### src/rtl/reg_bc_alu_sequencer.sv
// reg_bc_alu_sequencer: settle/latch/release pulse sequencer for B/C loads and ALU ops.
// Ports: clk, rst_n, instr_valid/instr/instr_ready handshake; src_en/src_sel, load_b/load_c,
//   sel_bc/alu_func/alu_res_en, load_a/load_d/load_cc, done, err pulses.
// Optional: define RBC_OPCOUNT_EN to add op_count[15:0] (completed-instruction counter).
module reg_bc_alu_sequencer #(
  parameter int SETTLE = 2,
  parameter int N      = 8
) (
  input  logic       clk,
  input  logic       rst_n,
  input  logic       instr_valid,
  input  logic [7:0] instr,
  output logic       instr_ready,
  output logic       src_en,
  output logic [2:0] src_sel,
  output logic       load_b,
  output logic       load_c,
  output logic       sel_bc,
  output logic [2:0] alu_func,
  output logic       alu_res_en,
  output logic       load_a,
  output logic       load_d,
  output logic       load_cc,
  output logic       done,
`ifdef RBC_OPCOUNT_EN
  output logic       err,
  output logic [15:0] op_count
`else
  output logic       err
`endif
);

  localparam int CW = (SETTLE > 1) ? $clog2(SETTLE) : 1;

  localparam logic [1:0] S_IDLE   = 2'd0;
  localparam logic [1:0] S_SETTLE = 2'd1;
  localparam logic [1:0] S_LATCH  = 2'd2;
  localparam logic [1:0] S_REL    = 2'd3;

  if (SETTLE < 1 || N < 8) begin : g_bad_cfg
    $error("reg_bc_alu_sequencer: SETTLE must be >=1 and N >=8");
  end

  logic [1:0]    state_q, state_d;
  logic [CW-1:0] cnt_q, cnt_d;
  logic [7:0]    ins_q, ins_d;

  logic       ready_q, ready_d;
  logic       src_en_q, src_en_d;
  logic [2:0] src_sel_q, src_sel_d;
  logic       load_b_q, load_b_d;
  logic       load_c_q, load_c_d;
  logic       sel_bc_q, sel_bc_d;
  logic [2:0] alu_func_q, alu_func_d;
  logic       alu_res_en_q, alu_res_en_d;
  logic       load_a_q, load_a_d;
  logic       load_d_q, load_d_d;
  logic       load_cc_q, load_cc_d;
  logic       done_q, done_d;
  logic       err_q, err_d;

  logic accept, is_alu_in, is_mov_in, legal_in;
  logic drive, is_alu, latch;

  always_comb begin
    accept    = instr_valid & ready_q;
    is_alu_in = (instr[7:4] == 4'b1000);
    is_mov_in = (instr[7:6] == 2'b00)
              && ((instr[5:3] == 3'b001) || (instr[5:3] == 3'b010))
              && (instr[5:3] != instr[2:0]);
    legal_in  = is_alu_in | is_mov_in;

    state_d = state_q;
    cnt_d   = cnt_q;
    ins_d   = ins_q;
    unique case (state_q)
      S_IDLE: begin
        if (accept && legal_in) begin
          state_d = S_SETTLE;
          cnt_d   = CW'(SETTLE - 1);
          ins_d   = instr;
        end
      end
      S_SETTLE: begin
        if (cnt_q == '0) state_d = S_LATCH;
        else             cnt_d   = cnt_q - 1'b1;
      end
      S_LATCH: state_d = S_REL;
      default: state_d = S_IDLE;
    endcase

    // Outputs are computed from the next state so they come straight off flops.
    // A legal ALU op always has bit 7 set; a legal MOV8 never does.
    drive = (state_d != S_IDLE);
    is_alu = ins_d[7];
    latch  = (state_d == S_LATCH);

    ready_d      = (state_d == S_IDLE);
    src_en_d     = drive & ~is_alu;
    src_sel_d    = src_en_d ? ins_d[2:0] : 3'b000;
    load_b_d     = latch & ~is_alu & (ins_d[5:3] == 3'b001);
    load_c_d     = latch & ~is_alu & (ins_d[5:3] == 3'b010);
    sel_bc_d     = drive & is_alu;
    alu_func_d   = sel_bc_d ? ins_d[2:0] : 3'b000;
    alu_res_en_d = sel_bc_d;
    load_a_d     = latch & is_alu & ~ins_d[3];
    load_d_d     = latch & is_alu & ins_d[3];
    load_cc_d    = latch & is_alu;
    done_d       = (state_d == S_REL);
    err_d        = (state_q == S_IDLE) & accept & ~legal_in;
  end

  always_ff @(posedge clk or negedge rst_n) begin
    if (!rst_n) begin
      state_q      <= S_IDLE;
      cnt_q        <= '0;
      ins_q        <= '0;
      ready_q      <= 1'b0;
      src_en_q     <= 1'b0;
      src_sel_q    <= '0;
      load_b_q     <= 1'b0;
      load_c_q     <= 1'b0;
      sel_bc_q     <= 1'b0;
      alu_func_q   <= '0;
      alu_res_en_q <= 1'b0;
      load_a_q     <= 1'b0;
      load_d_q     <= 1'b0;
      load_cc_q    <= 1'b0;
      done_q       <= 1'b0;
      err_q        <= 1'b0;
    end else begin
      state_q      <= state_d;
      cnt_q        <= cnt_d;
      ins_q        <= ins_d;
      ready_q      <= ready_d;
      src_en_q     <= src_en_d;
      src_sel_q    <= src_sel_d;
      load_b_q     <= load_b_d;
      load_c_q     <= load_c_d;
      sel_bc_q     <= sel_bc_d;
      alu_func_q   <= alu_func_d;
      alu_res_en_q <= alu_res_en_d;
      load_a_q     <= load_a_d;
      load_d_q     <= load_d_d;
      load_cc_q    <= load_cc_d;
      done_q       <= done_d;
      err_q        <= err_d;
    end
  end

  assign instr_ready = ready_q;
  assign src_en      = src_en_q;
  assign src_sel     = src_sel_q;
  assign load_b      = load_b_q;
  assign load_c      = load_c_q;
  assign sel_bc      = sel_bc_q;
  assign alu_func    = alu_func_q;
  assign alu_res_en  = alu_res_en_q;
  assign load_a      = load_a_q;
  assign load_d      = load_d_q;
  assign load_cc     = load_cc_q;
  assign done        = done_q;
  assign err         = err_q;

`ifdef RBC_OPCOUNT_EN
  logic [15:0] op_count_q, op_count_d;

  // Counts the cycle after each done pulse; wraps naturally at 16 bits.
  always_comb begin
    op_count_d = op_count_q;
    if (done_q) op_count_d = op_count_q + 16'd1;
  end

  always_ff @(posedge clk or negedge rst_n) begin
    if (!rst_n) op_count_q <= '0;
    else        op_count_q <= op_count_d;
  end

  assign op_count = op_count_q;
`endif

endmodule
### config.mk
export PLATFORM = sky130hd
export DESIGN_NAME = reg_bc_alu_sequencer
export DESIGN_NICKNAME = d
export VERILOG_FILES = /design/src/rtl/reg_bc_alu_sequencer.sv
export SDC_FILE = /design/constraint.sdc
export NUM_CORES = 1
export LEC_CHECK = 0
export CAP_MARGIN = 30
export CORE_MARGIN = 3
export CORE_UTILIZATION = 51
export DETAILED_ROUTE_END_ITERATION = 16
export PLACE_DENSITY = 0.91
export RECOVER_POWER = 25
export SLEW_MARGIN = 20
export SYNTH_ARGS = -nofsm -noshare
export SYNTH_HDL_FRONTEND = slang
export SYNTH_SLANG_ARGS = --single-unit
### constraint.sdc
create_clock -name clk -period 3.35 [get_ports clk]
set_input_delay 0.5025 -clock clk [delete_from_list [all_inputs] [get_ports clk]]
set_output_delay 0.5025 -clock clk [all_outputs]
set_load 0.05 [all_outputs]
# Word level (Yosys, flattened, before mapping)
# Cells that the tools add are included.
# classes
bitwise_logic,15
addsub,1
reduce_logical,11
eq_ne,11
n_mux,10
# ops
operator,n
$mux W8,2
$and A1 B1 Y1,11
$eq A2 B2 Y1 const B,3
$eq A3 B1 Y1 const B,2
$eq A3 B2 Y1 const B,2
$logic_not A2 Y1,3
$mux W3,2
$pmux W2 S3,1
$eq A4 B4 Y1 const B,1
$mux W2,2
$reduce_and A2 Y1,2
$reduce_bool A2 Y1,2
$logic_and A1 B1 Y1,3
$ne A3 B3 Y1,1
$not A1 Y1,3
$eq A2 B1 Y1 const B,1
$mux W1,2
$ne A2 B2 Y1 const B,1
$pmux W1 S2,1
$logic_or A1 B1 Y1,1
$or A1 B1 Y1,1
$sub A1 B1 Y1 const B,1
# totals
wordCells,64
in_bits,11
register_bits,27
output_inout_bits,17

# Logic depth before layout (Yosys ltp)
# depth
word_depth,11
ltp_mapped,8
ltp_nobuf,5

# Worst setup path after synthesis
# Ideal clock, no wire load.
# synth_timing
kind,in2reg
from,in instr[7]
to,reg alu_func_q[0] (netlist: alu_func[0])
required_ps,3219
path_buffers,3
setup_time_ps,131
slack_ps,1458
arrival_time_ps,1761
path_stages,8
cell_sequence,buf_4 -> nor2_2 -> or3_4 -> a21o_1 -> buf_6 -> buf_2 -> a31oi_1 -> nor2_1
# synth_between
elab_chain_len,10
elab_cells_between_ends,13
classes_between,1 x eq/ne; 5 x mux; 2 x bitwise; 5 x reduce/logical
# synth_rtl
element,line,source
start: declaration,12,"input logic [7:0] instr,"
$logic_not A2 Y1,68,is_mov_in = (instr[7:6] == 2'b00)
$logic_and A1 B1 Y1,69,&& ((instr[5:3] == 3'b001) || (instr[5:3] == 3'b010))
$logic_and A1 B1 Y1,70,&& (instr[5:3] != instr[2:0]);
$or A1 B1 Y1,71,legal_in = is_alu_in | is_mov_in;
$logic_and A1 B1 Y1,78,if (accept && legal_in) begin
$mux W2,78,
$pmux W2 S3,76,unique case (state_q)
$reduce_bool A2 Y1,94,drive = (state_d != S_IDLE);
$and A1 B1 Y1,103,sel_bc_d = drive & is_alu;
$mux W3 *,104,alu_func_d = sel_bc_d ? ins_d[2:0] : 3'b000;
net alu_func_d[0],54,"logic [2:0] alu_func_q, alu_func_d;"
end signal: assignment,141,alu_func_q <= alu_func_d;
end: declaration,54,
# Mark *: on every way through the listed nets, which the timed path passes. The rest lies on a longest branch.
# A chain may end at the register's enable or synchronous reset.

# Worst setup path after layout
# layout_timing
from,in instr[7]
to,reg alu_res_en_q (netlist: alu_res_en)
# layout_between
elab_cells_between_ends,12
classes_between,1 x eq/ne; 4 x mux; 2 x bitwise; 5 x reduce/logical
# layout_rtl
element,line,source
$logic_not A2 Y1,68,
$logic_and A1 B1 Y1,69,
$logic_and A1 B1 Y1,70,
$or A1 B1 Y1,71,
$logic_and A1 B1 Y1,78,
$mux W8 *,78,
$mux W8 *,76,
net ins_d[7],46,"logic [7:0] ins_q, ins_d;"
$and A1 B1 Y1 *,103,
net alu_res_en_d,55,"logic alu_res_en_q, alu_res_en_d;"
end signal: assignment,142,alu_res_en_q <= alu_res_en_d;
end: declaration,55,
# Marked as above.

==> run_results.csv <==
group,metric,value,unit
synth,synth_cells,97,
die,ios,28,
placement,post_dp_cell_area,1400,um2
die,die_x,52.9,um
worst_setup_path,arrival,2750,ps
pwr,p_total,1.25,mW
synth,synthesis.nets,108,
synth,ys_seq_area_share,58.0,%
finish,drive_above_1_share,9.92,%
pwr,p_leak,0.587,nW
finish,n_fill_cell,146,
placement,dp.final_hpwl,1560,um
synth,synth_top_area_share,58.0,%
timing,final_max_slew_viol_count,0,
worst_setup_path,timing.rr.start,"state_q[1]$_DFF_PN0_",
synth,ys_types,30,
synth,synth_seq_cells,26,
clocking,clk_path_buf_depth,2,
worst_setup_path,path_buf_inv,1,
timing,finalCritPeriodShare,76.4,%
worst_setup_path,reg2reg_slack,1180,ps
routing,drc,0,
pwr,powerDensity,890,nW/um2
timing,relSlewSlack,42.7,%
global_route,grt_pass1_vias,792,
timing,finalSetupViolCount,0,
finish,final_cell_mix,"dfrtp_1, clkdlybuf4s50_1, nor4_1, nand2_1",
placement,gp_congestion,0.852,
synth,async_flop_share,100,%
routing,final_antenna_net_count,0,
worst_setup_path,worst_path_max_delay_cell,"clkdlybuf4s50_1",
worst_setup_path,start_kind,"primary input",
timing,clock.fmax,0.391,GHz
synth,syn_area,1120,um2
finish,fin_cells,148,
global_route,grt_overflow,0,
synth,synth_top_cells_by_area,"dfrtp_1, mux2_2, nor4_1",
timing,fin_skew,3.03,ps
worst_setup_path,startpoint,"instr[7]",
outcome,status,"complete, no violations",
die,core,2020,um2
timing,tightest_slew,860,ps
clocking,clk_transition_reported_paths,120,ps
routing,num_vias,828,
min_path,whs_path_depth,1,
routing,dr.pass1.iters,6,
worst_setup_path,cp-end-kind,"register",
synth,synth_edf_count,0,
min_path,hp-start,"ins_q[5]$_DFF_PN0_",
clocking,worstSkewPairLatency,300,ps
timing,finalHoldViolCount,0,
die,initial_core_util,55.5,%
min_path,whs_endpoint,"ins_q[5]$_DFF_PN0_",
placement,port_buffers,27,
die,die_area,2800,um2
finish,diodes,0,
synth,synthFlopType,"dfrtp_1",
timing,period_minus_slack,2560,ps
timing,rsz0062_at_grt,"false",
global_route,grt_max_degree,23,
worst_setup_path,ff2ff_path_depth,5,
synth,yosysWarnings,0,
min_path,holdCritPathClass,"register to register",
synth,yosysTopAreaCell,"dfrtp_1",
die,rows,16,
worst_setup_path,cp_top_family,"simple AND/OR/NAND/NOR gates",
clocking,cts_sinks,26,
clocking,cts_setup_buffers,0,
routing,wl_per_cell,14.2,um
clocking,numCtsBuffers,3,
finish,final_cell_area,1410,um2
die,fp.dieH,52.9,um
routing,drt_iter0_drc,19,
clocking,cts_max_level,1,
global_route,grt_use_total,17.0,%
flow_run,drv_cap,0,
worst_setup_path,worstPathMaxFanout,22,
timing,fin_setup_tns,0,ps
clocking,cts_root_buf,"clkbuf_4",
pwr,ir_drop,0.538,mV
synth,syn_area_per_cell,11.6,um2
routing,detail_route.vias_per_cell,5.59,
clocking,hold_buffers,0,
finish,synthToLayoutAreaGrowth,25.5,%
global_route,grt_first_pass_wirelength,3460,um
worst_setup_path,crit_chain,"clkdlybuf4s50_1, nor4b_1, or3_4, a21o_1, mux2_2, nor2b_1",
worst_setup_path,slowest_delay,540,ps
worst_setup_path,criticalPathCategory,"primary input to register",
global_route,antenna_found_initial,0,
clocking,cts_resized,0,
clocking,cts_tree,"yes",
routing,wirelength,2100,um
finish,fin_nets,134,
worst_setup_path,r2r-end,"src_sel[0]$_DFF_PN0_",
placement,dp_cells,145,
worst_setup_path,critical_path_required,3540,ps
==> routing by layer <==
layer  GRT usage, %  share of wire, %  routed length, um
met1           20.3                42                872
met2           30.4                50               1050
met3           3.38               7.4                155
met4           5.53              0.57                 12
met5              0                 0                  0
==> worst max-delay path by stage <==
stage / slack [ps] / depth (start not counted) / endpoint
floorplan: 1460 / 8 / alu_func[0]$_DFF_PN0_
global placement: 610 / 6 / alu_res_en$_DFF_PN0_
detailed placement: 500 / 6 / alu_res_en$_DFF_PN0_
CTS: 820 / 6 / alu_res_en$_DFF_PN0_
global route: 700 / 6 / alu_res_en$_DFF_PN0_
finish: 790 / 6 / alu_res_en$_DFF_PN0_
==> power breakdown <==
group	switching [mW]	leakage [nW]	internal, mW
registers	0.0986	0.345	0.423
clock network	0.0795	0.0138	0.0419
logic	0.388	0.229	0.223
==> cell type report <==
type,count,area [um2],area share (%)
repair buffers,28,274,19.4
clock buffers,3,22.5,1.60
flip-flops and latches,26,651,46.2
multi-input cells,62,420,29.8
inverters,2,7.51,0.533
well taps,27,33.8,2.40
==> flip-flops by register name (all words and copies together), names as in the netlist <==
signal and count:
alu_func 3, alu_res_en 1, cnt_q 1, done 1, err 1, ins_q 7
instr_ready 1, load_a 1, load_b 1, load_c 1, load_cc 1, load_d 1
src_en 1, src_sel 3, state_q 2
==> cells by family (layout without fill, tap and decap cells) <==
logic type	after synthesis	in the layout	synth area share, %
simple gates	38	38	20.5
flops	26	26	58.0
compound gates	18	18	11.1
buf+inv	9	33	4.57
mux	5	5	5.02
xor+xnor	1	1	0.781
==> cells in the mapped netlist, drive strengths merged (3+ instances only) <==
cell	count
buf	5
a211oi	4
or3	3
a31oi	3
mux2	5
dfrtp	26
nor4	6
nand2	6
nor2	6
nand3b	4
nor2b	3
a21oi	6
==> stage by stage <==
step	setup slack [ps]	util, %	hold WS (ps)
final	790	69.7	513
after global routing	705	69.7	545
after CTS	817	70.2	501
after detailed placement	496	69.1	481
after global placement	606	68.4	476
after floorplan	1460	-	207
(Power assumes the default switching activity.)
